File: src/rtl/cipher_sequencer.sv
// Sequencer for a multi-cycle cipher core: key load, block load, wait for CF or timeout,
// result capture and handshake, then a fixed idle gap before the next request.
//   state  | meaning
//   IDLE   | waiting for key or block
//   KEYLD  | cu_CK pulsed while the cipher loads the key
//   LOAD   | cipher samples cu_state_i
//   RUN    | waiting for cu_CF or timeout
//   SETTLE | cipher output settles before capture
//   DONE   | result presented on out_valid
//   GAP    | enforced idle after a result
module cipher_sequencer #(
  parameter int unsigned MAX_WAIT   = 20000,
  parameter int unsigned CK_CYCLES  = 2,
  parameter int unsigned GAP_CYCLES = 100
) (
  input  logic              CLK,
  input  logic              CLR,
  input  logic              key_valid,
  output logic              key_ready,
  input  logic [7:0][31:0]  key_i,
  input  logic [1:0]        kl_i,
  input  logic              in_valid,
  output logic              in_ready,
  input  logic [3:0][31:0]  blk_i,
  input  logic              enc_dec_i,
  output logic              out_valid,
  input  logic              out_ready,
  output logic [3:0][31:0]  blk_o,
  output logic              out_err,
  output logic [15:0]       cycles_o,
  output logic              cu_CLR,
  output logic              cu_CK,
  output logic [7:0][31:0]  cu_KEY,
  output logic [1:0]        cu_KL,
  output logic              cu_enc_dec,
  output logic [3:0][31:0]  cu_state_i,
  input  logic [3:0][31:0]  cu_state_o,
  input  logic              cu_CF,
  output logic              key_loaded
);

  localparam logic [2:0] S_IDLE   = 3'd0;
  localparam logic [2:0] S_KEYLD  = 3'd1;
  localparam logic [2:0] S_LOAD   = 3'd2;
  localparam logic [2:0] S_RUN    = 3'd3;
  localparam logic [2:0] S_SETTLE = 3'd4;
  localparam logic [2:0] S_DONE   = 3'd5;
  localparam logic [2:0] S_GAP    = 3'd6;

  localparam logic [31:0] CK_LD    = (CK_CYCLES > 0) ? 32'(CK_CYCLES - 1) : 32'd0;
  localparam logic [31:0] GAP_LD   = (GAP_CYCLES > 0) ? 32'(GAP_CYCLES - 1) : 32'd0;
  localparam logic [31:0] WAIT_LIM = 32'(MAX_WAIT);

  logic [2:0]        r_state;
  logic [31:0]       r_tmr;
  logic [31:0]       r_cnt;
  logic              r_clr_q;
  logic              r_key_loaded;
  logic              r_out_err;
  logic [15:0]       r_cycles;
  logic [3:0][31:0]  r_blk;
  logic [7:0][31:0]  r_key;
  logic [1:0]        r_kl;
  logic              r_ed;
  logic [3:0][31:0]  r_st;
  logic [31:0]       w_cnt_nxt;
  logic              w_idle;

  assign w_cnt_nxt = r_cnt + 32'd1;
  assign w_idle    = (r_state == S_IDLE) && !CLR;

  // Handshake readies are gated by CLR so they read 0 for the whole reset pulse.
  assign key_ready  = w_idle;
  assign in_ready   = w_idle && r_key_loaded && !key_valid;
  assign out_valid  = (r_state == S_DONE);
  assign cu_CK      = CLR || (r_state == S_KEYLD);
  assign cu_CLR     = CLR || r_clr_q;
  assign blk_o      = r_blk;
  assign out_err    = r_out_err;
  assign cycles_o   = r_cycles;
  assign cu_KEY     = r_key;
  assign cu_KL      = r_kl;
  assign cu_enc_dec = r_ed;
  assign cu_state_i = r_st;
  assign key_loaded = r_key_loaded;

  always_ff @(posedge CLK) begin
    r_clr_q <= CLR;
    if (CLR) begin
      r_state      <= S_IDLE;
      r_tmr        <= '0;
      r_cnt        <= '0;
      r_key_loaded <= 1'b0;
      r_out_err    <= 1'b0;
      r_cycles     <= '0;
      r_blk        <= '0;
      r_key        <= '0;
      r_kl         <= '0;
      r_ed         <= 1'b0;
      r_st         <= '0;
    end else begin
      case (r_state)
        S_IDLE: begin
          if (key_valid) begin
            r_key   <= key_i;
            r_kl    <= kl_i;
            r_tmr   <= CK_LD;
            r_state <= S_KEYLD;
          end else if (in_valid && r_key_loaded) begin
            r_st    <= blk_i;
            r_ed    <= enc_dec_i;
            r_state <= S_LOAD;
          end
        end
        S_KEYLD: begin
          if (r_tmr == 32'd0) begin
            r_key_loaded <= 1'b1;
            r_state      <= S_IDLE;
          end else begin
            r_tmr <= r_tmr - 32'd1;
          end
        end
        S_LOAD: begin
          r_cnt   <= '0;
          r_state <= S_RUN;
        end
        S_RUN: begin
          r_cnt <= w_cnt_nxt;
          if (cu_CF) begin
            r_out_err <= 1'b0;
            r_state   <= S_SETTLE;
          end else if (w_cnt_nxt >= WAIT_LIM) begin
            r_out_err <= 1'b1;
            r_state   <= S_SETTLE;
          end
        end
        S_SETTLE: begin
          r_blk    <= cu_state_o;
          r_cycles <= (r_cnt > 32'h0000_FFFF) ? 16'hFFFF : r_cnt[15:0];
          r_state  <= S_DONE;
        end
        S_DONE: begin
          if (out_ready) begin
            if (GAP_CYCLES == 0) begin
              r_state <= S_IDLE;
            end else begin
              r_tmr   <= GAP_LD;
              r_state <= S_GAP;
            end
          end
        end
        S_GAP: begin
          if (r_tmr == 32'd0) r_state <= S_IDLE;
          else                r_tmr   <= r_tmr - 32'd1;
        end
        default: r_state <= S_IDLE;
      endcase
    end
  end

endmodule

File: config.mk
export PLATFORM = sky130hd
export DESIGN_NAME = cipher_sequencer
export DESIGN_NICKNAME = d
export VERILOG_FILES = /design/src/rtl/cipher_sequencer.sv
export SDC_FILE = /design/constraint.sdc
export NUM_CORES = 1
export LEC_CHECK = 0
export CORE_AREA = 3 3 408 410
export CTS_BUF_LIST = sky130_fd_sc_hd__clkbuf_8
export DETAILED_ROUTE_END_ITERATION = 6
export DIE_AREA = 0 0 411 413
export PLACE_DENSITY = 0.37
export SLEW_MARGIN = 20
export SYNTH_ARGS = -nofsm -noshare
export SYNTH_HDL_FRONTEND = slang
export SYNTH_SLANG_ARGS = --single-unit
File: constraint.sdc
create_clock -name CLK -period 3.2 [get_ports CLK]
set_clock_uncertainty 0.05 [all_clocks]
set_input_delay 0.32 -clock CLK [delete_from_list [all_inputs] [get_ports CLK]]
set_output_delay 0.32 -clock CLK [all_outputs]
set_load 0.005 [all_outputs]
# Word level (Yosys, flattened, before mapping)
# Index checks and enable logic that the tools add are counted.
# totals
wordCells	77
reg_bits	601
input_bits	521
output_inout_bits	538
# op_classes
n_eq_ne	12
n_addsub	2
n_mux	15
n_reduce_logical	20
bitwise	1
n_lt_le_gt_ge	2
# op_table
operator	count
$mux 32	3
$pmux 32 s3	1
$pmux 32 s2	1
$add 32x1->32 const B	1
$ge 32x15->1 const B	1
$gt 32x16->1 const B	1
$logic_not 32->1	1
$sub 32x1->32 const B	1
$mux 3	6
$pmux 3 s6	1
$mux 16	1
$eq 3x3->1 const B	3
$reduce_and 4->1	2
$eq 3x2->1 const B	2
$reduce_and 2->1	3
$logic_and 1x1->1	4
$ne 2x1->1 const B	2
$ne 2x2->1 const B	2
$reduce_bool 2->1	2
$eq 3x1->1 const B	1
$logic_not 3->1	1
$ne 3x2->1 const B	1
$ne 3x3->1 const B	1
$reduce_and 3->1	1
other kinds (6)	9

# Longest topological paths before layout
# logic_depth
depth_word	5
mapped_depth	10
depth_no_buf	9

# Least setup slack after synthesis
# No wires, ideal clock.
# synth_path
path_type	reg2reg
from	register r_cnt[12]
to	register r_state[1]
required_time_ns	3.064
period_less_slack_ns	2.602
n_path_buf	2
setup_ns	0.086
path_stages_with_launch	10
arrival_ns	2.466
path_slack_ns	0.598
path_cell_list	dfxtp_1 buf_2 clkinv_1 or4_4 buf_6 or3_1 a211o_1 nor4_4 nand4_2 a221oi_2
# synth_via
elab_chain_cells	4
# synth_lines
element	line_no	rtl
start: declaration	56	logic [31:0] r_cnt;
start signal: assignment	128	r_cnt <= w_cnt_nxt;
$add 32x1->32	69	assign w_cnt_nxt = r_cnt + 32'd1;
$ge 32x15->1	132	end else if (w_cnt_nxt >= WAIT_LIM) begin
$ne 3x3->1 (no source line)	n/a	
$reduce_and 4->1 (no source line)	n/a	
end signal: assignment	131	r_state <= S_SETTLE;
end signal: assignment	134	r_state <= S_SETTLE;
end signal: assignment	140	r_state <= S_DONE;
end: declaration	54	logic [2:0] r_state;
# Every way passes these cells.
# A chain may end at the register's enable or synchronous reset.

# Worst setup path in the final report
# layout_path
from	register r_state[2]
to	output port in_ready
# layout_via
elab_chain_cells	4
# layout_lines
element	line_no	rtl
start signal: assignment	90	r_state <= S_IDLE;
start signal: assignment	108	r_state <= S_KEYLD;
start signal: assignment	112	r_state <= S_LOAD;
$logic_not 3->1	70	assign w_idle = (r_state == S_IDLE) && !CLR;
$logic_and 1x1->1	70	
$logic_and 1x1->1 (2 in series)	74	assign in_ready = w_idle && r_key_loaded && !key_valid;
end: declaration	23	output logic in_ready,
# Every way passes these cells.

==> flow_metrics.tcl <==
set metrics [dict create \
    status "finished clean" \
    async_flop_share 0 \
    crit_end "in_ready" \
    hold_viol_final 0 \
    clk_latency_ns 0.87 \
    avgSynthCellArea_sq_um 7.71 \
    syn2layout_area_growth_pct 94.0 \
    finalWirelength_microns 128000 \
    die_y_microns 413 \
    synthFlopType "dfxtp_1" \
    cp.depth 3 \
    final_cell_mix "nand2_1, clkdlybuf4s50_1, dfxtp_1, a21oi_1, dlygate4sd3_1" \
    seq_power_share 0.370 \
    dr_wl_met3_microns 11300 \
    worstRegToRegCells 7 \
    synth_fp_nets 3409 \
    layout_worst_path_cycle_share 0.924 \
    worst_setup_path_end_kind "output pin" \
    p_per_area_nw_per_um2 548 \
    io_buffers 1058 \
    slew_headroom 0.204 \
    r2r_setup_slack_ns 0.28 \
    numCtsBuffers 130 \
    combPwrFrac 0.280 \
    synth_area_sq_um 22200 \
    gpl.final_weighted_congestion 0.816 \
    grt_pass1_wl_microns 180000 \
    rsz0062_at_grt "no" \
    drc 0 \
    worst_pin_slew_ns 1.19 \
    wl_met1_microns 51300 \
    num-fill-cells 17900 \
    synthCells 2886 \
    dr.max_layer_used "met4" \
    yosys.area.top_type "dfxtp_1" \
    cp_slowest_cell "clkdlybuf4s50_1" \
    yosys_warnings 0 \
    ys_seq_elements 601 \
    clock-sinks 601 \
    synth_cell_type_count 59 \
    antenna_found_initial 28 \
    dr.pass1.iters 5 \
    synth_edf_count 0 \
    nets 4969 \
    startpoint "r_state[2]$_SDFFE_PP0P_" \
    drt_iter0_drc 1092 \
    ys_seq_area_frac 0.541 \
    wl_per_cell_microns 19.0 \
    yosys-top-cells-area "dfxtp_1, nand2_1, a21oi_1, clkbuf_1, nor2_1" \
    dp_cells 5977 \
    grt_max_degree 172 \
    htree_levels 4 \
    crit_chain "nor2_4 -> and4b_1 -> clkdlybuf4s50_1" \
    instances_no_fill 6722 \
    peakVddDrop_v 0.000387 \
    required_ns 2.83 \
    rr_startpoint "r_cnt[10]$_SDFFE_PP0P_" \
    cts.path.max_buffers 3 \
    cts_tree "done" \
    root_buffer "clkbuf_8" \
    p_leak_uw 0.0151 \
    power.switching_uw 7700 \
    drv_cap 0 \
    cpPeakStageDelay_ns 0.60 \
    drt-vias-per-instance 3.82 \
    netSwitchingFraction 0.326 \
    drtAntennaViolNets 0 \
    period_needed_ns 2.96 \
    slew_violations 0 \
    r2r-end "r_state[1]$_SDFFE_PP0P_" \
    start_util 0.137 \
    synth_top_area_share 0.541 \
    layout-drive-gt1-share 0.0599 \
    wl_met2_microns 61600 \
    io_pins 1059 \
    cp_max_fo 15 \
    p_int_uw 15900 \
    grt_util_all_layers 0.144 \
    die_w_microns 411 \
    fmax_mhz 338 \
    final_common_cell "nand2_1" \
    core_sq_um 163000 \
    num_vias 25600 \
    worst-path-buf-inv 1 \
    crit_type "register to output pin" \
    cp-start-kind "register" \
    crit_arrival_ns 2.59 \
    num_rows 148 \
    hold_class "input port to register" \
    critPathTopFamily "simple AND/OR/NAND/NOR gates" \
    dp_hpwl_microns 95000 \
    first_global_vias 26200 \
    finalSetupTns_ns 0 \
    setup_viol 0 \
    dieArea_sq_um 170000 \
    cts.clk_slew.worst_paths_ns 0.06 \
    grt_overflow 0 \
    power_frac_clock 0.349 \
]
-- cell usage after synthesis (2+ instances only) --
| library cell | instances |
|---|---|
| a211o_1 | 2 |
| a211oi_1 | 3 |
| a21boi_0 | 3 |
| a21o_1 | 8 |
| a21oi_1 | 562 |
| a311oi_1 | 2 |
| a31oi_1 | 2 |
| and2_1 | 4 |
| and3_1 | 4 |
| and4_1 | 7 |
| buf_1 | 5 |
| buf_2 | 11 |
| buf_4 | 2 |
| clkbuf_1 | 200 |
| dfxtp_1 | 601 |
| ha_1 | 2 |
| inv_1 | 11 |
| mux2i_1 | 3 |
| nand2_1 | 1105 |
| nand2b_1 | 6 |
| nand3_1 | 23 |
| nand3b_1 | 5 |
| nand4_1 | 16 |
| nand4_2 | 4 |
| nand4b_1 | 2 |
| nor2_1 | 103 |
| nor2b_1 | 6 |
| nor3_1 | 49 |
| nor3b_1 | 5 |
| nor4_1 | 15 |
| nor4_2 | 3 |
| o21a_1 | 3 |
| o21ai_0 | 19 |
| o21bai_1 | 2 |
| o31ai_1 | 4 |
| or2_2 | 6 |
| or3_1 | 17 |
| or4_1 | 11 |
| or4_4 | 2 |
| xnor2_1 | 10 |
| xor2_1 | 20 |
-- layout make-up --
cell class,instances,area (sq um),area share
multi-input cells,2054,9350,0.217
inverters,12,45.0,0.00104
clock inverters,69,455,0.0106
flip-flops and latches,601,12000,0.279
clock buffers,144,1980,0.0459
diodes,20,50.0,0.00116
well taps,2175,2720,0.0631
repair buffers,1647,16500,0.383
-- registers in the layout (all words and copies together), names as in the netlist, 2 cells and up --
name        count
r_state         3
cu_KL           2
cu_state_i    128
blk_o         128
cycles_o       16
r_tmr          32
r_cnt          32
cu_KEY        256
-- through the flow --
step                setup slack [ns]  hold slack (ns)   util  total power [uW]  cell area [sq um]
floorplan                      0.598            0.298      -             11500              22200
global route                  0.0343           0.0341  0.265             25200              43100
finish                         0.244            0.177  0.265             23600              43200
global placement               0.310            0.391  0.218             15100              35500
detailed placement             0.276            0.395  0.218             15000              35500
CTS                           0.0385          0.00895  0.265             24300              43100
-- tightest hold or removal path, cell delays in order --
cell             delay (ns)
clkdlybuf4s50_1        0.49
nand2_1                0.14
a21oi_1                0.07
-- logic make-up (layout without fill, tap and decap cells) --
kind of cell / count (synthesis) / after routing / synth area share
adders and majority gates: 2 / 2 / 0.00112
AOI/OAI and AO/OA: 622 / 622 / 0.146
muxes: 3 / 3 / 0.00135
DFF: 601 / 601 / 0.541
and+or+nand+nor: 1397 / 1397 / 0.259
xor gates and xnor gates: 30 / 30 / 0.0118
other: 0 / 20 / 0
buffers and inverters: 231 / 1872 / 0.0403
-- what timing repair did --
action / CTS / global route
setup buffers: 0 / 0
gates resized for setup: 3 / 0
hold buffers: 512 / 0
endpoints found under the hold margin: 527 / 0
setup endpoints to repair: 2 / 0
-- power by group through the flow --
| stage | Combinational (uW) | Clock, uW | Sequential (uW) |
|---|---|---|---|
| 3_3_place_gp | 6200 | 0 | 8880 |
| 3_5_place_dp | 6140 | 0 | 8900 |
| 5_1_grt | 7290 | 9050 | 8860 |
| 6_report | 6630 | 8250 | 8760 |
| 4_1_cts | 6780 | 8760 | 8760 |
| 2_1_floorplan | 2650 | 0 | 8850 |
-- worst min-delay path by stage --
stage                           startpoint                     endpoint  cells after the start
4_1_cts                          blk_i[87]  cu_state_i[87]$_SDFFE_PP0P_                      3
3_3_place_gp   cu_state_i[26]$_SDFFE_PP0P_  cu_state_i[26]$_SDFFE_PP0P_                      2
3_5_place_dp      cu_KEY[241]$_SDFFE_PP0P_     cu_KEY[241]$_SDFFE_PP0P_                      2
6_report                    cu_state_o[65]       blk_o[65]$_SDFFE_PP0P_                      3
2_1_floorplan                          CLR              r_clr_q$_DFF_P_                      0
5_1_grt                     cu_state_o[65]       blk_o[65]$_SDFFE_PP0P_                      3
-- per-layer routing --
layer,global-route usage,up-vias
met2,0.239,852
met5,0,-
met1,0.162,12000
li1,-,12600
met3,0.0601,201
met4,0.0576,0
Power figures use the tool's default switching activity.
